## src/rtl/memwb_pipe_stage.sv

```systemverilog
// MEM/WB pipeline stage: holds memory-stage results behind a valid/ready handshake.
// A 2-entry skid buffer absorbs WB back-pressure; the write-back value is selected when an entry is captured.
module memwb_pipe_stage #(
   parameter  int DATA_W  = 16,
   parameter  int RADDR_W = 4,
   parameter  int BYTE_W  = 8,
   localparam int NLANE   = DATA_W / BYTE_W,
   localparam int BSEL_W  = (NLANE > 1) ? $clog2(NLANE) : 1
) (
   input  logic               clk,
   input  logic               rst,
   input  logic               in_valid,
   output logic               in_ready,
   input  logic               flush,
   input  logic               regWrite,
   input  logic               R15Write,
   input  logic               MemtoReg,
   input  logic               loadByte,
   input  logic               loadSigned,
   input  logic [BSEL_W-1:0]  byteSel,
   input  logic [DATA_W-1:0]  readData_IN,
   input  logic [DATA_W-1:0]  res_IN,
   input  logic [DATA_W-1:0]  R15_in,
   input  logic [RADDR_W-1:0] regDes_IN,
   output logic               out_valid,
   input  logic               out_ready,
   output logic               regWriteOUT,
   output logic               R15WriteOUT,
   output logic               MemtoRegOUT,
   output logic               loadByteOUT,
   output logic [DATA_W-1:0]  readData_OUT,
   output logic [DATA_W-1:0]  res_OUT,
   output logic [DATA_W-1:0]  R15_OUT,
   output logic [RADDR_W-1:0] regDes_OUT,
   output logic [DATA_W-1:0]  wbData
);

   typedef struct packed {
      logic               rw;
      logic               r15w;
      logic               m2r;
      logic               lb;
      logic [DATA_W-1:0]  rd;
      logic [DATA_W-1:0]  res;
      logic [DATA_W-1:0]  r15;
      logic [DATA_W-1:0]  wb;
      logic [RADDR_W-1:0] rdes;
   } ent_t;

   ent_t              h_q, h_d, s_q, s_d, in_ent;
   logic              h_vld_q, h_vld_d, s_vld_q, s_vld_d;
   logic              in_ready_q, in_ready_d;
   logic              acc, pop;
   logic [BYTE_W-1:0] lane;
   logic [DATA_W-1:0] ext, wb_sel;

   // Byte lane extraction and extension, resolved once at capture.
   always_comb begin
      lane = '0;
      for (int i = 0; i < NLANE; i++)
         if (byteSel == BSEL_W'(i)) lane = readData_IN[i*BYTE_W +: BYTE_W];
      ext = '0;
      ext[BYTE_W-1:0] = lane;
      if (loadSigned)
         for (int j = BYTE_W; j < DATA_W; j++) ext[j] = lane[BYTE_W-1];
      wb_sel = !MemtoReg ? res_IN : (loadByte ? ext : readData_IN);
      in_ent = '{rw: regWrite, r15w: R15Write, m2r: MemtoReg, lb: loadByte,
                 rd: readData_IN, res: res_IN, r15: R15_in, wb: wb_sel,
                 rdes: regDes_IN};
   end

   assign acc = in_valid & in_ready_q;
   assign pop = h_vld_q & out_ready;

   always_comb begin
      h_d     = h_q;
      s_d     = s_q;
      h_vld_d = h_vld_q;
      s_vld_d = s_vld_q;
      if (flush) begin
         h_vld_d = 1'b0;
         s_vld_d = 1'b0;
      end else if (s_vld_q) begin
         // FULL: in_ready is low, so only a pop can move state; S drains into H.
         if (pop) begin
            h_d     = s_q;
            s_vld_d = 1'b0;
         end
      end else if (h_vld_q) begin
         case ({acc, pop})
            2'b11:   h_d = in_ent;
            2'b10: begin
               s_d     = in_ent;
               s_vld_d = 1'b1;
            end
            2'b01:   h_vld_d = 1'b0;
            default: ;
         endcase
      end else if (acc) begin
         h_d     = in_ent;
         h_vld_d = 1'b1;
      end
      in_ready_d = !s_vld_d;
   end

   always_ff @(posedge clk or negedge rst) begin
      if (!rst) begin
         h_q        <= '0;
         s_q        <= '0;
         h_vld_q    <= 1'b0;
         s_vld_q    <= 1'b0;
         in_ready_q <= 1'b0;
      end else begin
         h_q        <= h_d;
         s_q        <= s_d;
         h_vld_q    <= h_vld_d;
         s_vld_q    <= s_vld_d;
         in_ready_q <= in_ready_d;
      end
   end

   assign in_ready     = in_ready_q;
   assign out_valid    = h_vld_q;
   assign regWriteOUT  = h_q.rw   & h_vld_q;
   assign R15WriteOUT  = h_q.r15w & h_vld_q;
   assign MemtoRegOUT  = h_q.m2r  & h_vld_q;
   assign loadByteOUT  = h_q.lb   & h_vld_q;
   assign readData_OUT = h_q.rd;
   assign res_OUT      = h_q.res;
   assign R15_OUT      = h_q.r15;
   assign regDes_OUT   = h_q.rdes;
   assign wbData       = h_q.wb;

endmodule

```

## config.mk

```make
export PLATFORM = sky130hd
export DESIGN_NAME = memwb_pipe_stage
export DESIGN_NICKNAME = d
export VERILOG_FILES = /design/src/rtl/memwb_pipe_stage.sv
export SDC_FILE = /design/constraint.sdc
export NUM_CORES = 1
export LEC_CHECK = 0
export CAP_MARGIN = 20
export CORE_UTILIZATION = 53
export DETAILED_ROUTE_END_ITERATION = 12
export PLACE_DENSITY_LB_ADDON = 0.08
export SETUP_SLACK_MARGIN = 0.15
export SLEW_MARGIN = 25
export SYNTH_ARGS = -nofsm -noshare
export SYNTH_HDL_FRONTEND = slang
export SYNTH_SLANG_ARGS = --single-unit
export TNS_END_PERCENT = 1
```

## constraint.sdc

```tcl
create_clock -name clk -period 2.07 [get_ports clk]
set_input_delay 0.621 -clock clk [delete_from_list [all_inputs] [get_ports clk]]
set_output_delay 0.621 -clock clk [all_outputs]
set_load 0.01 [all_outputs]
```

Yosys cells after proc, flatten, opt, wreduce, memory -nomap -nowiden

Index checks and enable logic that the tools add are counted.

Bits in registers: 147
Input bits: 63
Output and inout port bits: 74
Logic and storage cells: 58

Equal/unequal tests: 6
Mux-type cells: 19
Bitwise logic cells: 8
Reductions and logical operators: 4

Operator list:

| kind                                                                    | count |
|---|---|
| 72-bit two-way mux                                                      | 5 |
| 16-bit two-way mux                                                      | 2 |
| 8-bit two-way mux                                                       | 2 |
| 1-bit two-way mux                                                       | 10 |
| 4-bit AND reduction                                                     | 2 |
| 1-bit AND                                                               | 6 |
| 2-bit equality test, second input constant                              | 2 |
| 3-bit by 1-bit inequality test with 1-bit output, second input constant | 1 |
| 3-bit nonzero test                                                      | 1 |
| 2-bit by 1-bit equality test with 1-bit output, second input constant   | 1 |
| 2-bit by 1-bit inequality test with 1-bit output, second input constant | 1 |
| 2-bit inequality test, second input constant                            | 1 |
| 1-bit NOT                                                               | 2 |
| 1-bit zero test                                                         | 1 |

Depth between registers and ports, before layout

Gate-level depths: netlist (run 1).

Depth after elaboration: 7
Mapped depth: 6
Mapped depth without buffers: 3

Worst setup path before layout (run 1)

OpenSTA, ideal clock, no wires.

Kind: input to register
Start: input port out_ready
End: register s_q[0] (netlist name)
Library setup time: 125 ps
Arrival time: 1758 ps
Data required time: 1945 ps
Slack: 187 ps
Stages: 5
Buffers on the path: 2
Cells stage by stage: nand2b_2 or3_1 buf_4 buf_6 mux2_4

Word-level cells in the longest chain between the ends: 3

RTL lines:

| what                          | RTL line | RTL |
|---|---|---|
| start, declared               | 26       | `input logic out_ready,` |
| 1-bit AND                     | 73       | `assign pop = h_vld_q & out_ready;` |
| 2-bit equality test           | 90       | `case ({acc, pop})` |
| 4-bit AND reduction (no line) | -        |  |
| end signal, assigned          | 109      | `s_q <= '0;` |
| end signal, assigned          | 115      | `s_q <= s_d;` |
| end, declared                 | 50       | `ent_t h_q, h_d, s_q, s_d, in_ent;` |

No other way between the ends.
A chain may end at the register's enable or synchronous reset.

Worst setup path after layout (run 1)

Start: register h_q (netlist bit wbData[5])
End: output port wbData[5]

RTL lines:

| what                   | RTL line | RTL |
|---|---|---|
| start, declared        | 50       |  |
| start signal, assigned | 108      | `h_q <= '0;` |
| start signal, assigned | 114      | `h_q <= h_d;` |
| end, declared          | 35       | `output logic [DATA_W-1:0] wbData` |

No word-level cell between the ends.

==> results of run 1 <==
kinds of logic after synthesis:
group | Yosys count
DFF | 147
muxes | 177
and+or+nand+nor | 72
AOI/OAI and AO/OA | 60
buffers and inverters | 113
repair_timing:
action | 4_1_cts | 5_1_grt
setup buffers | 2 | 0
resized for setup | 9 | 1
pin swaps | 0 | 0
hold buffers | 0 | 0
endpoints found under the setup margin | 113 | 189
report_power, final:
group / switching [uW] / internal, uW / leakage (uW)
combinational: 922 / 1740 / 0.00219
clock: 1210 / 1960 / 0.000289
sequential: 456 / 3710 / 0.00178
total: 2590 / 7410 / 0.00426
cells in the mapped netlist, types with 2 or more instances:
cell | instances | area, sq um
o221ai_1 | 8 | 70.1
buf_2 | 6 | 30.0
buf_6 | 7 | 78.8
or3_1 | 2 | 12.5
mux2_1 | 58 | 653
a21bo_2 | 8 | 80.1
buf_1 | 4 | 15.0
o21ai_0 | 8 | 40.0
inv_1 | 10 | 37.5
nand3b_1 | 10 | 75.1
nand2_1 | 24 | 90.1
and4b_1 | 2 | 20.0
a31oi_1 | 9 | 56.3
o32a_1 | 8 | 80.1
mux2_4 | 70 | 1050
a221o_1 | 8 | 80.1
and2_1 | 13 | 81.3
mux2_2 | 48 | 541
dfrtp_1 | 147 | 3680
nor2_1 | 8 | 30.0
clkbuf_1 | 12 | 45.0
nand3_1 | 9 | 45.0
a311oi_1 | 8 | 70.1
buf_4 | 74 | 556
worst max-delay path by stage:
stage,end,slack (ns),depth (start not counted)
detailed placement,wbData[10],-0.37,5
floorplan,s_q[0],0.19,5
finish,wbData[5],0.06,1
CTS,loadByteOUT,0.05,3
global placement,wbData[14],-0.30,5
global route,in_ready,0.03,1
per-stage QoR:
step                      hold slack [ns]  setup WS [ns]
after floorplan                     0.325          0.187
after global placement              0.460         -0.301
after detailed placement            0.472         -0.371
after CTS                           0.101         0.0469
after global routing                0.125         0.0277
final                               0.102         0.0593
final cells by class:
| cell class | count | area [sq um] | share of cell area |
|---|---|---|---|
| clock inverter | 12 | 153 | 0.0161 |
| multi-input combinational | 309 | 3150 | 0.333 |
| clock buffer | 20 | 457 | 0.0483 |
| tap | 180 | 225 | 0.0238 |
| sequential | 147 | 3680 | 0.390 |
| timing repair buffer | 171 | 1750 | 0.185 |
| inverter | 10 | 37.5 | 0.00397 |
registers in the layout, indices dropped and copies added, names as in the netlist:
| signal | cells |
|---|---|
| res_OUT | 16 |
| h_q | 4 |
| out_valid | 1 |
| wbData | 16 |
| s_vld_q | 1 |
| in_ready | 1 |
| regDes_OUT | 4 |
| s_q | 72 |
| R15_OUT | 16 |
| readData_OUT | 16 |
layer usage:
| metal | part of all wire | vias up | GRT usage |
|---|---|---|---|
| met5 | 0 | - | 0 |
| met4 | 0.018 | 0 | 0.0980 |
| met3 | 0.048 | 22 | 0.0496 |
| met2 | 0.48 | 117 | 0.381 |
| met1 | 0.45 | 2415 | 0.315 |
| li1 | - | 2141 | - |
==> summary.txt, run 1 <==
Floorplanning
  – Floorplan die height: 122 microns
  – Site row count: 43
  – Width of the chip: 122 microns
  – Total I/O pin count: 137
  – Die area: 14800 sq um
  – Initial Utilization: 0.544
  – Floorplan Core Area: 13900 sq um

Worst setup path
  – Worst Reg2Reg Path Length in Cells: 6
  – Crit-path max FO: 2
  – Buf+Inv Stages, Crit Path: 1
  – Crit end category: primary output
  – Cells traversed along the worst timing path: clkdlybuf4s50_1
  – Crit Path Class: reg2out
  – Cell family with the largest share of critical-path delay: buffers and inverters
  – Setup slack on the worst flop-to-flop path: approximately 0.17 ns
  – Origin of the worst setup path: wbData[5]
  – Peak per-stage delay on the critical path: between 0.5 and 0.6 ns
  – Slowest CP cell: clkdlybuf4s50_1
  – Sort of element at the start of the critical path: register
  – Crit Reg-Reg Endpoint: h_q[70]
  – Worst path arrival time: 1.39 ns
  – Critical R2R Launch: out_valid
  – Worst endpoint required time: 1.45 ns

Yosys
  – Xor/xnor share of the synthesized area: 0
  – Number of synthesized flops with an enable pin: 0
  – Post-Syn Area: 7570 sq um
  – Syn_area_per_cell: between 10 and 15 sq um
  – Register bit count reported by yosys: 147
  – Fraction of synthesized area in multiplexers: 0.298
  – Number of nets produced by synthesis: 632
  – Synthesized-area fraction occupied by ao, oa, aoi and oai cells: 0.0652
  – Main combinational cell family by area after synthesis: multiplexers
  – Most instantiated flip-flop cell in the synthesis netlist: dfrtp_1
  – Adder and majority cell fraction of the synthesized area: 0
  – Distinct cells, synth: 32
  – Yosys warning total: 0
  – Post-synthesis sequential area ratio: 0.486
  – Syn Inst Count: 569
  – Simple-Gate Fraction of Synth Area: 0.0509
  – Share of synthesized registers carrying an async set or reset: 1.00

Timing
  – Final Hold Vio Count: 0
  – Final setup violation count: 0
  – Max-Slew Margin vs Limit: 0.658
  – Unrepaired setup endpoints after global routing: yes
  – Top achievable clock speed: 0.497 GHz
  – Clock period minus final worst setup slack: between 2 and 2.5 ns
  – Period utilisation layout: 0.971
  – Final Max Tran Viols: 0
  – Least-Margin Pin Slew: between 0.5 and 0.6 ns
  – Final total negative setup slack: 0 ns
  – Worst setup skew after layout: 0.00830 ns

Cells and area
  – Final cell count without fillers: 849
  – Share of the core filled with cells: 0.678
  – Post-route cell area: 9450 sq um
  – Diode count: 0
  – # nets final: 719
  – P&R area growth vs syn: 24.8%
  – Share of final-layout standard cells stronger than drive strength 1: 0.299
  – Number of fillers in the final layout: slightly below 1000
  – Highest-count cells in the layout ignoring fill and taps: 145 x dfrtp_1, 130 x clkdlybuf4s50_1, 70 x mux2_4
  – Leading cell type in the layout, fill and taps excluded: dfrtp_1

Clock network
  – Sinks on the clock net: between 100 and 150
  – Number of buffers created by CTS: 17
  – Total number of H-tree levels: 4
  – Clock Root Buffer: clkbuf_16
  – Buffer depth of the longest clock path: 2
  – Clock-pin slew reported for the worst setup and hold paths after clock tree synthesis: ~0.06 ns
  – Skew-Pair Late Insertion Delay: approximately 0.43 ns
  – CTS tree: done

Placed design
  – Placer Congestion: around 0.8
  – Post-detailed-placement cell area: between 8000 and 9000 sq um
  – # placed instances: 815
  – Number of input and output port buffers inserted: 136
  – Hpwl dp: 11300 microns

Drt
  – Number of antenna-violating nets in the routed design: 0
  – First-pass detailed-route iteration total: 4
  – Via count: 4695
  – Remaining DRCs: 0
  – Total wire length after detailed routing: 16300 microns
  – Initial DRC Count: 330
  – Via-per-instance ratio: ~5.5
  – Routed length per placed instance: about 19 microns

GRT
  – Antenna violations before repair: 0
  – Global routing usage summed across all routing layers: 0.238
  – Total global routing overflow: 0
  – Global-route wire length before repair: around 26000 microns
  – Maximum number of pins on one net before global-route repair: 42
  – Via count of the first global-routing pass: 4950

Power
  – Total design power: 9990 uW
  – Worst VDD drop: slightly above 0.7 mV
  – Leakage power of the design: 0.00426 uW
  – Power density over cell area: 1060 nW/um^2

Outcome
  – Outcome: complete, no violations

Run
  – Max capacitance violation total: 0

Worst hold path
  – Path type of the worst min-delay path: in2async
Note: power is estimated with default switching activity, not from simulation.
==> inputs of run 2 (changes only) <==
--- a/config.mk
+++ b/config.mk
@@ -7,6 +7,7 @@
 export LEC_CHECK = 0
 export CAP_MARGIN = 20
 export CORE_UTILIZATION = 53
+export CTS_CLUSTER_DIAMETER = 150
 export DETAILED_ROUTE_END_ITERATION = 12
 export PLACE_DENSITY_LB_ADDON = 0.08
 export SETUP_SLACK_MARGIN = 0.15
==> constraint.sdc (replaced) <==
create_clock -name clk -period 1.9 [get_ports clk]
set_input_delay 0.57 -clock clk [delete_from_list [all_inputs] [get_ports clk]]
set_output_delay 0.57 -clock clk [all_outputs]
set_load 0.01 [all_outputs]
==> run 2 against run 1 <==
Critical path depth rose by 3; clock skew decreased by 0.0022 ns; via count grew 2.4%.
==> summary.txt, run 2 (synthesis gave the netlist of run 1 again) <==
GRT
  – Total global routing overflow: 0 (unchanged)
  – Global-route wire length before repair: 26100 microns (-0.84%)
  – Via count of the first global-routing pass: 4889 (-1.2%)
  – Global routing usage summed across all routing layers: 0.236 (-0.00189)
  – Antenna violations before repair: 0 (unchanged)
  – Maximum number of pins on one net before global-route repair: 71 (+69%)

Cells and area
  – Number of fillers in the final layout: 987 (+0.41%)
  – Share of final-layout standard cells stronger than drive strength 1: 0.328 (+0.0290)
  – Diode count: 0 (unchanged)
  – Leading cell type in the layout, fill and taps excluded: dfrtp_1
  – # nets final: 736 (+2.4%)
  – Footprint of the multi-input gates: 3180 sq um (+1.2%)
  – Highest-count cells in the layout ignoring fill and taps: 145 x dfrtp_1, 71 x mux2_4, 70 x dlygate4sd2_1
  – Number of flip-flops under the largest register name: 72 (unchanged)
  – Largest register by flop count: s_q
  – P&R area growth vs syn: 27.3%
  – Register area: 3680 sq um (unchanged)

Clock network
  – CTS tree: done
  – Clock-pin slew reported for the worst setup and hold paths after clock tree synthesis: 0.06 ns (about the same)
  – Clock Root Buffer: clkbuf_16
  – Sinks on the clock net: 147 (unchanged)
  – Total number of H-tree levels: 4 (unchanged)
  – Skew-Pair Late Insertion Delay: 0.42 ns (about the same)
  – Buffer depth of the longest clock path: 2 (unchanged)
  – Number of buffers created by CTS: 17 (unchanged)

Timing
  – Period utilisation layout: 0.969
  – Final Hold Vio Count: 0 (unchanged)
  – Worst setup skew after layout: 0.00608 ns (-0.00221 ns)
  – Unrepaired setup endpoints after global routing: yes
  – Least-Margin Pin Slew: 0.384 ns (-0.127 ns)
  – Final total negative setup slack: 0 ns (unchanged)
  – Clock period minus final worst setup slack: roughly 1.8 ns
  – Top achievable clock speed: about 0.54 GHz
  – Final setup violation count: 0 (unchanged)
  – Setup ws final: 0.0588 ns (-0.000512 ns)
  – Max-Slew Margin vs Limit: 0.744 (+0.0858)
  – Final Max Tran Viols: 0 (unchanged)

Power
  – Power density over cell area: 1100 nW/um^2 (+3.6%)
  – Switching fraction of total power: 0.264 (+0.00523)
  – Net switching power: 2790 uW (+7.9%)
  – Clock network power share: 0.314 (-0.003)
  – Proportion of power drawn by flip-flops and latches: 0.428 (+0.011)
  – Cell-internal power: 7780 uW (+5.0%)
  – Worst VDD drop: 0.736 mV (+2.6%)
  – Leakage power of the design: 0.00454 uW (+6.6%)
  – Combinational fraction of design power: 0.258 (-0.008)

Drt
  – Remaining DRCs: 0 (unchanged)
  – Number of antenna-violating nets in the routed design: 0 (unchanged)
  – Routed length per placed instance: 20.1 microns (+4.9%)
  – Via-per-instance ratio: 5.55 (+0.42%)
  – Total wire length after detailed routing: 17400 microns (+7.0%)
  – First-pass detailed-route iteration total: 4 (unchanged)
  – Via count: 4809 (+2.4%)
  – Initial DRC Count: 223 (-32%)

Worst hold path
  – Sink of the worst hold path: regDes_OUT[3]
  – Path type of the worst min-delay path: reg2reg
  – Worst Hold Depth: 1
  – Hold Path Origin: regDes_OUT[3]

Floorplanning
  – Floorplan Core Area: 13900 sq um (unchanged)
  – Site row count: 43 (unchanged)
  – Die area: 14800 sq um (unchanged)
  – Floorplan die height: 122 microns (unchanged)
  – Width of the chip: 122 microns (unchanged)
  – Initial Utilization: 0.544 (unchanged)
  – Total I/O pin count: 137 (unchanged)

Worst setup path
  – Peak per-stage delay on the critical path: 0.48 ns (-0.11 ns)
  – Cells traversed along the worst timing path: nand3b_1 -> or3_4 -> clkbuf_16 -> mux2_4
  – Crit end category: register
  – Worst Reg2Reg Path Length in Cells: 4 (-2)
  – Critical R2R Launch: s_vld_q
  – Slowest CP cell: dfrtp_4
  – Worst endpoint required time: 2.20 ns (+0.75 ns)
  – Worst path arrival time: 2.15 ns (+0.76 ns)
  – Crit-path max FO: 8 (+6)
  – Setup slack on the worst flop-to-flop path: 0.06 ns (-0.11 ns)
  – Crit Reg-Reg Endpoint: s_q[32]
  – Crit Path Class: reg2reg
  – Sort of element at the start of the critical path: register

Placed design
  – Hpwl dp: 10900 microns (-3.1%)
  – Post-place setup slack: -0.415 ns (-0.0442 ns)
  – Number of input and output port buffers inserted: 136 (unchanged)
  – Placer Congestion: 0.815 (+1.7%)

Run
  – Max capacitance violation total: 0 (unchanged)

Outcome
  – Outcome: complete, no violations
## run 2: per-stage QoR
stage	cells	instance area [sq um]	hold WS [ns]	util	total power (uW)
finish	866	9640	0.480	0.692	10600
floorplan	569	7620	0.274	-	6560
global route	866	9640	0.491	0.692	11100
detailed placement	816	8810	0.385	0.633	7480
global placement	816	8810	0.384	0.633	7370
CTS	851	9350	0.479	0.671	10600
## run 2: power by group through the flow
stage	combinational [uW]	sequential (uW)	clock [uW]
2_1_floorplan	2150	4400	0
3_3_place_gp	2830	4540	0
3_5_place_dp	2910	4570	0
4_1_cts	2660	4520	3370
5_1_grt	2930	4630	3490
6_report	2720	4530	3320
## run 2: cell type report
cell class              instances  area share
clock inverters                10      0.0109
flip-flops and latches        147       0.382
well taps                     180      0.0234
clock buffers                  22      0.0502
inverters                      10     0.00389
repair buffers                187       0.200
multi-input cells             310       0.330
## run 2: worst max path at each step
stage	start	endpoint	slack [ns]	depth (start not counted)
after global placement	out_ready	s_q[62]	-0.39	5
after floorplan	in_valid	R15_OUT[10]	0.08	6
after detailed placement	out_ready	s_q[61]	-0.42	5
after global routing	s_vld_q	s_q[32]	0.04	4
final	s_vld_q	s_q[32]	0.06	4
after CTS	out_valid	res_OUT[0]	0.03	6
## run 2: layer usage
layer	routed length, microns	vias to the layer above	part of all wire	global-route usage
met1	8080	2489	0.46	0.322
met5	0	-	0	0
met3	733	19	0.042	0.0524
met2	8340	118	0.48	0.369
met4	262	0	0.015	0.0872
li1	-	2183	-	-
## run 2: critical path: cells and delay by family, from the launching register on
family / cells / cell delay (ns)
AND/OR/NAND/NOR: 2 / 0.71
buffers and inverters: 1 / 0.22
flip-flops: 1 / 0.48
multiplexers: 1 / 0.31
## run 2: repair_timing
action / in CTS / in global routing
setup buffers: 2 / 4
hold buffers: 1 / 0
gates cloned: 0 / 11
gates resized for setup: 95 / 12
pin swaps: 4 / 2
setup endpoints to repair: 200 / 149
endpoints found under the hold margin: 7 / 0
